--- config.mk ---
export PLATFORM = sky130hd
export DESIGN_NAME = profile_sampler_flat
export DESIGN_NICKNAME = d
export VERILOG_FILES = /design/src/rtl/profile_sampler_if.sv /design/src/rtl/profile_sampler.sv /design/src/flat_wrapper.sv
export SDC_FILE = /design/constraint.sdc
export NUM_CORES = 1
export LEC_CHECK = 0
export BUFFER_PORTS_ARGS = -buffer_cell sky130_fd_sc_hd__buf_2
export CORE_MARGIN = 3
export CORE_UTILIZATION = 38
export DETAILED_ROUTE_END_ITERATION = 8
export GPL_ROUTABILITY_DRIVEN = 0
export PLACE_DENSITY = 0.64
export SETUP_SLACK_MARGIN = 0.3
export SLEW_MARGIN = 20
export SYNTH_ARGS = -nofsm -noshare
export SYNTH_HDL_FRONTEND = slang
export SYNTH_SLANG_ARGS = --single-unit
--- constraint.sdc ---
create_clock -name clock -period 2.9 [get_ports clock]
set_clock_uncertainty 0.2 [all_clocks]
set_input_delay 0.29 -clock clock [delete_from_list [all_inputs] [get_ports clock]]
set_output_delay 0.29 -clock clock [all_outputs]
set_load 0.01 [all_outputs]
--- src/rtl/profile_sampler_if.sv ---
// profile_sampler_if
//   Custom-instruction (CI) command/response bundle between the sampler and
//   the profiling unit.
//   master : sampler side (drives ciStart/ciN/ciValueA/ciValueB, receives ciDone/ciResult)
//   slave  : profiling-unit side
interface profile_sampler_if;
  logic        ciStart;
  logic [7:0]  ciN;
  logic [31:0] ciValueA;
  logic [31:0] ciValueB;
  logic        ciDone;
  logic [31:0] ciResult;

  modport master (output ciStart, ciN, ciValueA, ciValueB, input ciDone, ciResult);
  modport slave  (input ciStart, ciN, ciValueA, ciValueB, output ciDone, ciResult);
endinterface

--- src/rtl/profile_sampler.sv ---
// profile_sampler
//   Configures the four counters of a profiling unit through CI commands and
//   reads back every enabled counter on a manual trigger or a periodic timer.
// Ports
//   clock, nReset          : system clock, asynchronous active-low reset
//   cfgValid/cfgMask/cfgClear/cfgPeriod : one-cycle config request
//   trigger                : one-cycle manual sample request
//   ci (master)            : CI command to / response from the profiling unit
//   sampleValid/sampleIndex/sampleData : one pulse per counter read
//   sampleDone             : one-cycle end-of-sweep pulse
//   busy                   : high whenever not idle
//   overrun, error         : sticky (dropped request / CI response timeout)
module profile_sampler #(
  parameter logic [7:0] customId     = 8'h00,
  parameter int         PERIOD_WIDTH = 16
) (
  input  logic                    clock,
  input  logic                    nReset,
  input  logic                    cfgValid,
  input  logic [3:0]              cfgMask,
  input  logic                    cfgClear,
  input  logic [PERIOD_WIDTH-1:0] cfgPeriod,
  input  logic                    trigger,
  profile_sampler_if.master       ci,
  output logic                    sampleValid,
  output logic [1:0]              sampleIndex,
  output logic [31:0]             sampleData,
  output logic                    sampleDone,
  output logic                    busy,
  output logic                    overrun,
  output logic                    error
);

  localparam logic [2:0] IDLE      = 3'd0;
  localparam logic [2:0] CFG_ISSUE = 3'd1;
  localparam logic [2:0] CFG_WAIT  = 3'd2;
  localparam logic [2:0] RD_NEXT   = 3'd3;
  localparam logic [2:0] RD_ISSUE  = 3'd4;
  localparam logic [2:0] RD_WAIT   = 3'd5;
  localparam logic [2:0] FINISH    = 3'd6;

  // Last wait cycle (0-based) in which ciDone is still accepted: 15 cycles.
  localparam logic [3:0] WAIT_LAST = 4'd14;

  logic [2:0]              state_q, state_d;
  logic [3:0]              mask_q, mask_d;
  logic                    clear_q, clear_d;
  logic [PERIOD_WIDTH-1:0] period_q, period_d;
  logic [PERIOD_WIDTH-1:0] timer_q, timer_d;
  logic                    pend_q, pend_d;
  logic [2:0]              idx_q, idx_d;
  logic [3:0]              wcnt_q, wcnt_d;
  logic                    svld_q, svld_d;
  logic [1:0]              sidx_q, sidx_d;
  logic [31:0]             sdata_q, sdata_d;
  logic                    ovr_q, ovr_d;
  logic                    err_q, err_d;

  logic       tick;
  logic       req_in;
  logic [2:0] nxt;

  // Lowest enabled counter at or above 'from'; 4 when none is left.
  function automatic logic [2:0] next_set(input logic [3:0] m, input logic [2:0] from);
    logic [2:0] r;
    r = 3'd4;
    for (int i = 3; i >= 0; i--)
      if (m[i] && (3'(i) >= from)) r = 3'(i);
    return r;
  endfunction

  // Timer fires when it would count down to zero, so ticks are exactly
  // period_q cycles apart.
  assign tick   = (period_q != '0) && (timer_q <= PERIOD_WIDTH'(1));
  assign req_in = trigger | tick;
  assign nxt    = next_set(mask_q, idx_q);

  always_comb begin
    state_d  = state_q;
    mask_d   = mask_q;
    clear_d  = clear_q;
    period_d = period_q;
    timer_d  = timer_q;
    pend_d   = pend_q;
    idx_d    = idx_q;
    wcnt_d   = wcnt_q;
    svld_d   = 1'b0;
    sidx_d   = sidx_q;
    sdata_d  = sdata_q;
    ovr_d    = ovr_q;
    err_d    = err_q;

    if (state_q == IDLE && cfgValid) begin
      period_d = cfgPeriod;
      timer_d  = cfgPeriod;
    end else if (tick) begin
      timer_d = period_q;
    end else if (timer_q != '0) begin
      timer_d = timer_q - PERIOD_WIDTH'(1);
    end

    // Requests and configs that find the block busy are dropped, not queued.
    if (state_q != IDLE && (req_in || cfgValid)) ovr_d = 1'b1;

    case (state_q)
      IDLE: begin
        if (cfgValid) begin
          mask_d  = cfgMask;
          clear_d = cfgClear;
          pend_d  = pend_q | req_in;
          state_d = CFG_ISSUE;
        end else if (req_in || pend_q) begin
          pend_d  = 1'b0;
          idx_d   = 3'd0;
          state_d = RD_NEXT;
        end
      end
      CFG_ISSUE: begin
        wcnt_d  = 4'd0;
        state_d = CFG_WAIT;
      end
      CFG_WAIT: begin
        if (ci.ciDone) begin
          state_d = IDLE;
        end else if (wcnt_q == WAIT_LAST) begin
          err_d   = 1'b1;
          state_d = IDLE;
        end else begin
          wcnt_d = wcnt_q + 4'd1;
        end
      end
      RD_NEXT: begin
        idx_d   = nxt;
        state_d = nxt[2] ? FINISH : RD_ISSUE;
      end
      RD_ISSUE: begin
        wcnt_d  = 4'd0;
        state_d = RD_WAIT;
      end
      RD_WAIT: begin
        if (ci.ciDone) begin
          svld_d  = 1'b1;
          sidx_d  = idx_q[1:0];
          sdata_d = ci.ciResult;
          idx_d   = idx_q + 3'd1;
          state_d = RD_NEXT;
        end else if (wcnt_q == WAIT_LAST) begin
          err_d   = 1'b1;
          state_d = IDLE;
        end else begin
          wcnt_d = wcnt_q + 4'd1;
        end
      end
      FINISH:  state_d = IDLE;
      default: state_d = IDLE;
    endcase
  end

  always_ff @(posedge clock or negedge nReset) begin
    if (!nReset) begin
      state_q  <= IDLE;
      mask_q   <= '0;
      clear_q  <= 1'b0;
      period_q <= '0;
      timer_q  <= '0;
      pend_q   <= 1'b0;
      idx_q    <= '0;
      wcnt_q   <= '0;
      svld_q   <= 1'b0;
      sidx_q   <= '0;
      sdata_q  <= '0;
      ovr_q    <= 1'b0;
      err_q    <= 1'b0;
    end else begin
      state_q  <= state_d;
      mask_q   <= mask_d;
      clear_q  <= clear_d;
      period_q <= period_d;
      timer_q  <= timer_d;
      pend_q   <= pend_d;
      idx_q    <= idx_d;
      wcnt_q   <= wcnt_d;
      svld_q   <= svld_d;
      sidx_q   <= sidx_d;
      sdata_q  <= sdata_d;
      ovr_q    <= ovr_d;
      err_q    <= err_d;
    end
  end

  assign ci.ciN      = customId;
  assign ci.ciStart  = (state_q == CFG_ISSUE) || (state_q == RD_ISSUE);
  assign ci.ciValueA = (state_q == RD_ISSUE) ? {30'b0, idx_q[1:0]} : 32'b0;
  assign ci.ciValueB = (state_q == CFG_ISSUE) ?
                       {20'b0, (clear_q ? mask_q : 4'b0), ~mask_q, mask_q} : 32'b0;

  assign sampleValid = svld_q;
  assign sampleIndex = sidx_q;
  assign sampleData  = sdata_q;
  assign sampleDone  = (state_q == FINISH);
  assign busy        = (state_q != IDLE);
  assign overrun     = ovr_q;
  assign error       = err_q;

endmodule

--- src/flat_wrapper.sv ---
// flat-port wrapper written by rule: the top's interface ports become plain ports
module profile_sampler_flat 
#(
  parameter logic [7:0] customId     = 8'h00,
  parameter int         PERIOD_WIDTH = 16
)
  (clock, nReset, cfgValid, cfgMask, cfgClear, cfgPeriod, trigger, sampleValid, sampleIndex, sampleData, sampleDone, busy, overrun, error, ci_ciStart, ci_ciN, ci_ciValueA, ci_ciValueB, ci_ciDone, ci_ciResult);
  profile_sampler_if ci_i ();
  input  logic clock;
  input  logic nReset;
  input  logic cfgValid;
  input  logic [3:0] cfgMask;
  input  logic cfgClear;
  input  logic [PERIOD_WIDTH-1:0] cfgPeriod;
  input  logic trigger;
  output logic sampleValid;
  output logic [1:0] sampleIndex;
  output logic [31:0] sampleData;
  output logic sampleDone;
  output logic busy;
  output logic overrun;
  output logic error;
  output wire logic [$bits(ci_i.ciStart)-1:0] ci_ciStart;
  output wire logic [$bits(ci_i.ciN)-1:0] ci_ciN;
  output wire logic [$bits(ci_i.ciValueA)-1:0] ci_ciValueA;
  output wire logic [$bits(ci_i.ciValueB)-1:0] ci_ciValueB;
  input wire logic [$bits(ci_i.ciDone)-1:0] ci_ciDone;
  input wire logic [$bits(ci_i.ciResult)-1:0] ci_ciResult;
  assign ci_ciStart = ci_i.ciStart;
  assign ci_ciN = ci_i.ciN;
  assign ci_ciValueA = ci_i.ciValueA;
  assign ci_ciValueB = ci_i.ciValueB;
  assign ci_i.ciDone = ci_ciDone;
  assign ci_i.ciResult = ci_ciResult;
  profile_sampler #(.customId(customId), .PERIOD_WIDTH(PERIOD_WIDTH)) u_core (.clock(clock), .nReset(nReset), .cfgValid(cfgValid), .cfgMask(cfgMask), .cfgClear(cfgClear), .cfgPeriod(cfgPeriod), .trigger(trigger), .ci(ci_i), .sampleValid(sampleValid), .sampleIndex(sampleIndex), .sampleData(sampleData), .sampleDone(sampleDone), .busy(busy), .overrun(overrun), .error(error));
endmodule
==> reports/metrics.cfg, run 1 <==
[outcome]
run_status = complete, no violations

[hold_path]
holdPathStages = 2
min_from = ci_ciResult[30]
min_path_type = input pin to flip-flop
hold-path-endpoint = u_core.sampleData[30]

[worst_setup_path]
r2r-end = u_core.timer_q[13]
endpoint_kind = flip-flop
worstRegToRegCells = 5
r2r_start = u_core.timer_q[6]
start_kind = flip-flop
arrival_ps = 2470
reg2reg_setup_slack_ps = 430
worstSetupPathType = flip-flop to flip-flop
cp_max_fo = 10
cp.required_ps = 2900

[cells_and_area]
layout-drive-gt1-share_pct = 28.3
syn_to_final_growth_pct = 30.3
final_nets = 711
diodes = 0

[pwr]
p_sw_share_pct = 38.6
p_per_area_nw_per_um2 = 949
power.net_switching_w = 0.00225
vdd_ir_drop_max_mv = 0.480
p_leak_nw = 3.10
pwr-share-clk_pct = 20.7
p_seq_share_pct = 37.7
comb_power_share_pct = 41.6
p_int_w = 0.00358

[timing]
slew_violations = 0
post-route-min-period_ps = 2470
fmax_mhz = 405
rsz0062_at_grt = no
finalHoldViolations = 0
period_share_pct = 85.1
max_slew.worst_pin.slew_ps = 739
fin_setup_tns_ps = 0
maxSlewHeadroom_pct = 50.7
setup_viol = 0
setup_ws_ps = 432

[yosys]
synthSimpleGateAreaFrac_pct = 18.0
avgSynthCellArea_um2 = 9.90
synth_top_family_by_area = simple AND/OR/NAND/NOR gates
synth_fa_ha_area_share_pct = 2.12
synth_mux_area_share_pct = 10.7
synth_warnings = 0
syn_area_um2 = 4720
synth_xor_area_share_pct = 2.23
synthArstFlopShare_pct = 100
synth_compound_area_share_pct = 10.1
synth_edf_count = 0
synth_cell_type_count = 63
synthFlopType = dfrtp_1
ys_ff_latch = 85
ys_seq_area_share_pct = 45.1
synthCells = 477

[detailed_routing]
routed_wl_um = 11900
wire_per_inst_um = 14.6
vias = 3964
drt_pass1_iterations = 6
first_iter_violations = 216
drc = 0
ant_nets = 0
vias_per_cell = 4.85

[floorplan]
die_y_um = 117
fp.coreArea_um2 = 12100
start_util_pct = 39.1
die_w_um = 117
io_pins = 170
rows = 40
dieArea_um2 = 13800

[global_routing]
grt_pass1_vias = 3952
grt_pass1_wl_um = 19500
overflow = 0
grt_usage_pct = 17.1
grt_max_degree = 56
antenna_found_initial = 0

[place]
place_hpwl_um = 8390
io_buffers = 111
preCtsSetupSlack_ps = 454

[clocking]
h-tree-depth = 3
cts_setup_buffers = 0
path_clk_slew_ps = 60
cts_sinks = 85
cts_tree = built
numCtsBuffers = 9
cts.path.max_buffers = 2
insertion_delay_ps = 330
root_buffer = clkbuf_16

[flow_run]
cap_violations = 0

routing by layer:
| layer | track usage [%] | part of all wire [%] |
|---|---|---|
| met5 | 0 | 0 |
| met4 | 6.45 | 2.0 |
| met3 | 3.60 | 5.2 |
| met2 | 29.8 | 50 |
| met1 | 20.7 | 43 |
kinds of logic after synthesis:
logic type,after synthesis
AOI/OAI and AO/OA,66
xor gates and xnor gates,12
muxes,46
DFF,85
other,1
and+or+nand+nor,171
adders and majority gates,8
buffers and inverters,88
per-stage QoR:
stage	instances	total power, W	util (%)	hold slack (ps)	cell area (um^2)
global route	818	0.00624	51.0	3.60	6150
floorplan	534	0.00375	-	-206	4930
detailed placement	750	0.00455	44.0	195	5310
finish	818	0.00583	51.0	8.22	6150
global placement	750	0.00448	44.0	194	5310
CTS	817	0.00583	50.8	3.38	6130
power by group through the flow:
stage | combinational (W) | sequential [W] | clock [W]
6_report | 0.00242 | 0.00220 | 0.00121
5_1_grt | 0.00268 | 0.00226 | 0.00129
4_1_cts | 0.00242 | 0.00218 | 0.00123
3_5_place_dp | 0.00235 | 0.00220 | 0
3_3_place_gp | 0.00231 | 0.00217 | 0
2_1_floorplan | 0.00153 | 0.00222 | 0
worst max-delay path: stages, from the launching register on:
cell,delay [ps]
dfrtp_1,430
or4_4,600
or4_4,480
nor3_2,200
a21o_2,320
o21ai_1,110
timing repair:
item,4_1_cts,5_1_grt
endpoints found under the setup margin,0,2
hold buffers,51,1
endpoints found under the hold margin,108,1
gates resized for setup,0,2
placed cells by master, fill, tap and decap left out, types with 11 or more instances in the layout:
cell,n
buf_2,110
dfrtp_1,85
nand2_1,80
conb_1,58
dlygate4sd3_1,52
mux2_2,33
nor2_1,28
inv_1,13
buf_4,12
mux2i_1,11
worst max path at each step:
stage | endpoint | slack, ps | from
floorplan | u_core.timer_q[3] | 660 | u_core.timer_q[6]
global placement | u_core.timer_q[1] | 500 | u_core.timer_q[6]
detailed placement | u_core.timer_q[14] | 450 | u_core.timer_q[6]
CTS | u_core.timer_q[14] | 440 | u_core.timer_q[6]
global route | u_core.timer_q[12] | 310 | u_core.timer_q[6]
finish | u_core.timer_q[13] | 430 | u_core.timer_q[6]
area by class of cell:
| cell class | count | area (um^2) |
|---|---|---|
| Clock buffer | 12 | 236 |
| Clock inverter | 4 | 72.6 |
| Fill cell | 1081 | 5910 |
| Inverter | 13 | 48.8 |
| Multi-Input combinational cell | 361 | 2270 |
| Sequential cell | 85 | 2130 |
| Tap cell | 168 | 210 |
| Timing Repair Buffer | 175 | 1180 |
sequential cells by signal, indices dropped and copies added (netlist names), 2 cells and up:
| signal | cells |
|---|---|
| u_core.period_q | 16 |
| u_core.wcnt_q | 4 |
| u_core.timer_q | 16 |
| u_core.mask_q | 4 |
| u_core.idx_q | 3 |
| u_core.state_q | 3 |
| u_core.sampleData | 32 |
| u_core.sampleIndex | 2 |
cell usage after synthesis (3+ instances only):
| cell | instances | area share, % |
|---|---|---|
| a211oi_1 | 3 | 0.48 |
| nand3_1 | 9 | 0.95 |
| and3_1 | 10 | 1.3 |
| xnor2_1 | 9 | 1.7 |
| clkbuf_1 | 11 | 0.87 |
| nor3_1 | 6 | 0.64 |
| dfrtp_1 | 85 | 45 |
| a31oi_1 | 4 | 0.53 |
| ha_1 | 8 | 2.1 |
| nor2_1 | 28 | 2.2 |
| nand2_1 | 80 | 6.4 |
| nor4_1 | 9 | 1.2 |
| o21ai_0 | 9 | 0.95 |
| mux2i_1 | 11 | 2.3 |
| buf_4 | 58 | 9.2 |
| a21oi_1 | 6 | 0.64 |
| inv_1 | 13 | 1.0 |
| mux2_2 | 33 | 7.9 |
| o21ai_1 | 10 | 1.1 |
| buf_2 | 6 | 0.64 |
| nand3b_1 | 5 | 0.80 |
| xor2_1 | 3 | 0.56 |
No activity file was read; power rests on OpenSTA's default activity.
==> run 2: changes to the inputs <==
- clock period: 2.9 -> 2.3 ns (I/O delays scaled with it)
==> reports/metrics.cfg, run 2 (synthesis gave the netlist of run 1 again) <==
[detailed_routing]
vias = 4065  ; was 3,964
wl_met2_um = 6320  ; was 5970 um
drc = 0  ; unchanged
ant_nets = 0  ; unchanged
routed_wl_um = 12500  ; was 11,900 um
first_iter_violations = 190  ; was 216
drt_pass1_iterations = 4  ; was 6
wl_met3_um = 696  ; was 625 um
wire_per_inst_um = 14.5  ; was 14.6 um
wl_met1_um = 5270  ; was 5100 um
vias_per_cell = 4.74  ; was 4.85
top_layer = met4  ; unchanged

[worst_setup_path]
arrival_ps = 2330  ; was 2470 ps
start_kind = flip-flop  ; unchanged
cp_max_fo = 4  ; was 10
worstSetupPathType = flip-flop to flip-flop  ; unchanged
cp.required_ps = 2330  ; was 2900 ps
endpoint_kind = flip-flop  ; unchanged

[clocking]
insertion_delay_ps = 340  ; was 330 ps
cts_tree = built  ; unchanged
h-tree-depth = 3  ; unchanged
cts.path.max_buffers = 2  ; unchanged
numCtsBuffers = 9  ; unchanged
root_buffer = clkbuf_16  ; unchanged
path_clk_slew_ps = 60  ; about the same
cts_sinks = 85  ; unchanged

[floorplan]
fp.coreArea_um2 = 12100  ; unchanged
start_util_pct = 39.1  ; unchanged
die_w_um = 117  ; unchanged
io_pins = 170  ; unchanged
die_y_um = 117  ; unchanged
dieArea_um2 = 13800  ; unchanged
rows = 40  ; unchanged

[cells_and_area]
fin_area_um2 = 6730  ; was 6150 um^2
layout-drive-gt1-share_pct = 36.1  ; was 28.3%
largest_reg_flops = 32  ; unchanged
diodes = 0  ; unchanged
final_util_pct = 55.8  ; was 51.0%
layout_common_cells = buf_2 (110), dfrtp_1 (83), nand2_1 (78)  ; was buf_2 (110), dfrtp_1 (85), nand2_1 (80)
final_common_cell = buf_2  ; unchanged
final_nets = 752  ; was 711
syn_to_final_growth_pct = 42.5  ; was 30.3%

[global_routing]
grt_usage_pct = 17.8  ; was 17.1%
grt_max_degree = 39  ; was 56
grt_pass1_wl_um = 20200  ; was 19,500 um
grt_pass1_vias = 3993  ; was 3,952
overflow = 0  ; unchanged
antenna_found_initial = 0  ; unchanged

[outcome]
run_status = complete, no violations  ; unchanged

[hold_path]
min_path_type = input pin to flip-flop  ; unchanged

[timing]
setup_viol = 0  ; unchanged
rsz0062_at_grt = yes  ; was no
slew_violations = 0  ; unchanged
fmax_mhz = 436  ; was 405 MHz
finalHoldViolations = 0  ; unchanged
fin_setup_tns_ps = 0  ; unchanged
post-route-min-period_ps = 2290  ; was 2470 ps
period_share_pct = 99.7  ; was 85.1%

[pwr]
vdd_ir_drop_max_mv = 0.712  ; was 0.480 mV
p_leak_nw = 3.38  ; was 3.10 nW
p_per_area_nw_per_um2 = 1210  ; was 949 nW/um^2

[place]
placed_area_um2 = 5510  ; was 5310 um^2
io_buffers = 111  ; unchanged
place_hpwl_um = 8510  ; was 8390 um

[flow_run]
cap_violations = 0  ; unchanged

## run 2: cell count changes in the layout (fill, tap and decap cells not counted), sizes merged
| cell | previous run | this run |
|---|---|---|
| buf | 123 | 160 |
| bufinv | 2 | 3 |
| clkinv | 1 | 0 |
| dlygate4sd3 | 52 | 55 |
## run 2: path summary, 6_finish.rpt
path / from / end / slack [ps] / depth (start not counted)
setup reg to reg: u_core.timer_q[6] / u_core.timer_q[1] / 6 / 5
max in group asynchronous: nReset / u_core.sampleData[23] / 950 / 3
hold / removal: cfgValid / u_core.overrun / 140 / 3
min in group asynchronous: nReset / u_core.period_q[12] / 200 / 2
hold reg to reg: u_core.error / u_core.error / 270 / 1
setup / recovery: u_core.timer_q[6] / u_core.timer_q[1] / 6 / 5
## run 2: cell type report
class	instances	area, um^2
fill	1052	5340
multi-input combinational	361	2440
sequential	85	2130
timing repair buffer	216	1570
clock buffer	11	233
tap	168	210
clock inverter	4	97.6
inverter	13	48.8
## run 2: stage by stage
step,instances,hold slack (ps),total power (W),setup slack [ps]
after floorplan,534,-266,0.00474,69.4
after global placement,774,29.3,0.00595,-1.19
after detailed placement,774,33.2,0.00604,-30.0
after CTS,849,108,0.00801,-7.87
after global routing,858,161,0.00875,-95.2
final,858,141,0.00815,6.04
## run 2: worst max-delay path, cell delays in order (launching register included)
cell and delay [ps]:
dfrtp_1 380, or4_4 570, or4_4 480, o21ai_1 160, o41ai_1 110, o41ai_2 300
## run 2: what timing repair did
| item | 4_1_cts | 5_1_grt |
|---|---|---|
| hold buffers | 55 | 0 |
| gates resized for setup | 27 | 20 |
| pin swaps | 9 | 9 |
| gates cloned | 0 | 1 |
| setup buffers | 5 | 8 |
| setup endpoints to repair | 69 | 69 |
| endpoints found under the hold margin | 105 | 0 |
## run 2: layer usage
metal	up-vias	global-route usage, %
met5	-	0
met4	0	4.40
met3	16	4.90
met2	141	30.9
met1	1934	22.2
li1	1974	-
## run 2: power by group
group	leakage [nW]	total (W)	switching (W)	internal [W]
Combinational	2.17	0.00378	0.00193	0.00185
Clock	0.156	0.00162	0.000561	0.00106
Sequential	1.06	0.00276	0.000567	0.00219
==> run 3: changes to the inputs <==
- PLACE_DENSITY: 0.64 -> 0.66
==> reports/metrics.cfg, run 3 (synthesis gave the netlist of run 1 again) <==
[timing]
post-route-min-period_ps = 2310  ; was 2290 ps
fin_setup_tns_ps = -7.96  ; was 0 ps
setup_ws_ps = -7.96  ; was 6.04 ps
maxSlewHeadroom_pct = 59.3
finalHoldViolations = 0  ; unchanged
max_slew.worst_pin.slew_ps = 611
slew_violations = 0  ; unchanged
setup_viol = 1  ; was 0
rsz0062_at_grt = yes  ; unchanged
fmax_mhz = 433  ; was 436 MHz
period_share_pct = 100  ; was 99.7%

[cells_and_area]
syn_to_final_growth_pct = 47.5  ; was 42.5%
layout_common_cells = buf_2 (103), dfrtp_1 (83), nand2_1 (79)  ; was buf_2 (110), dfrtp_1 (83), nand2_1 (78)
layout-drive-gt1-share_pct = 38.0  ; was 36.1%
final_common_cell = buf_2  ; unchanged
largest_reg_flops = 32  ; unchanged
diodes = 0  ; unchanged
final_nets = 755  ; was 752

[hold_path]
min_from = cfgValid  ; unchanged
min_path_type = input pin to flip-flop  ; unchanged

[floorplan]
die_y_um = 117  ; unchanged
fp.coreArea_um2 = 12100  ; unchanged
dieArea_um2 = 13800  ; unchanged
rows = 40  ; unchanged
start_util_pct = 39.1  ; unchanged
die_w_um = 117  ; unchanged
io_pins = 170  ; unchanged

[pwr]
p_int_w = 0.00519  ; was 0.00510 W
comb_power_share_pct = 48.9  ; was 46.4%
p_leak_nw = 3.44  ; was 3.38 nW
power_w = 0.00847  ; was 0.00815 W
vdd_ir_drop_max_mv = 1.09  ; was 0.712 mV
power.net_switching_w = 0.00329  ; was 0.00306 W
p_sw_share_pct = 38.8  ; was 37.5%
pwr-share-clk_pct = 18.4  ; was 19.8%
p_seq_share_pct = 32.7  ; was 33.8%
p_per_area_nw_per_um2 = 1220  ; was 1210 nW/um^2

[outcome]
run_status = finished, violations left  ; was complete, no violations
violations = setup timing

[worst_setup_path]
cp.required_ps = 2320  ; was 2330 ps
arrival_ps = 2330  ; about the same
cp-startpoint = u_core.timer_q[6]  ; unchanged
r2r_start = u_core.timer_q[6]  ; unchanged
endpoint_kind = flip-flop  ; unchanged
cp_max_fo = 4  ; unchanged
worstSetupPathType = flip-flop to flip-flop  ; unchanged
start_kind = flip-flop  ; unchanged

[place]
place_hpwl_um = 8600  ; was 8510 um
preCtsSetupSlack_ps = -94.3  ; was -30.0 ps
io_buffers = 111  ; unchanged

[detailed_routing]
routed_wl_um = 13100  ; was 12,500 um
vias_per_cell = 4.84  ; was 4.74
wire_per_inst_um = 15.2  ; was 14.5 um
vias = 4175  ; was 4,065
drt_pass1_iterations = 4  ; unchanged
drc = 0  ; unchanged
first_iter_violations = 228  ; was 190
ant_nets = 0  ; unchanged

[flow_run]
cap_violations = 0  ; unchanged

[clocking]
h-tree-depth = 3  ; unchanged
cts_tree = built  ; unchanged
numCtsBuffers = 9  ; unchanged
cts_sinks = 85  ; unchanged
path_clk_slew_ps = 70  ; was 60 ps
root_buffer = clkbuf_16  ; unchanged
insertion_delay_ps = 350  ; was 340 ps
cts.path.max_buffers = 2  ; unchanged

[global_routing]
grt_max_degree = 47  ; was 39
grt_usage_pct = 18.7  ; was 17.8%
overflow = 0  ; unchanged
grt_pass1_vias = 4217  ; was 3,993
grt_pass1_wl_um = 21100  ; was 20,200 um
antenna_found_initial = 0  ; unchanged

run 3: cell count changes in the layout (fill, tap and decap cells not counted), moves of 3 or more:
cell	previous run	this run
and3_1	9	6
and3_4	1	4
buf_2	110	103
buf_4	41	35
buf_6	5	19
nor2_1	26	22
nor2_4	1	5
nor4_2	5	2
nor4_4	2	5
o21ai_1	9	6
o21ai_2	3	6
run 3: through the flow:
stage	util [%]	hold WS (ps)	instance area, um^2	instances
global placement	45.6	83.1	5500	772
global route	57.7	164	6960	862
detailed placement	45.6	84.3	5500	772
CTS	55.9	116	6740	859
floorplan	-	-266	4940	534
finish	57.7	142	6960	862
run 3: path summary, 6_finish.rpt:
kind / endpoint / slack, ps / depth (start not counted)
worst max register to register: u_core.timer_q[0] / -8 / 6
max in group asynchronous: u_core.idx_q[0] / 1050 / 3
worst max-delay path: u_core.timer_q[0] / -8 / 6
worst min register to register: u_core.sampleIndex[0] / 270 / 2
worst min-delay path: u_core.overrun / 140 / 3
min in group asynchronous: u_core.period_q[13] / 230 / 2
run 3: area by class of cell:
cell class              count  area, um^2
fillers                  1002        5100
multi-input cells         361        2550
flip-flops and latches     85        2130
repair buffers            219        1700
clock buffers               9         225
well taps                 168         210
clock inverters             7        98.8
inverters                  13        48.8
run 3: power by group through the flow:
stage	Combinational [W]	Clock, W	Sequential, W
CTS	0.00387	0.00160	0.00273
global route	0.00451	0.00165	0.00287
floorplan	0.00194	0	0.00280
detailed placement	0.00331	0	0.00273
finish	0.00414	0.00156	0.00277
global placement	0.00321	0	0.00270
run 3: what timing repair did:
item	4_1_cts	5_1_grt
hold endpoints to repair	114	0
hold buffers	55	0
gates cloned	2	0
resized for setup	41	41
endpoints found under the setup margin	69	65
setup buffers	14	3
pin swaps	11	11
run 3: critical path, cell delays in order, from the launching register on:
cell and delay (ps):
dfrtp_1 380, or4_4 570, or4_4 490, nor3_4 200, buf_6 140, mux2_4 140, a32oi_1 80
run 3: routing by layer:
metal  vias up  global-route usage [%]  routed length (um)
met2       164                    32.5                6760
li1       1981                       -                   -
met1      2005                    22.3                5280
met4         0                    6.08                 229
met5         -                       0                   0
met3        25                    5.43                 827
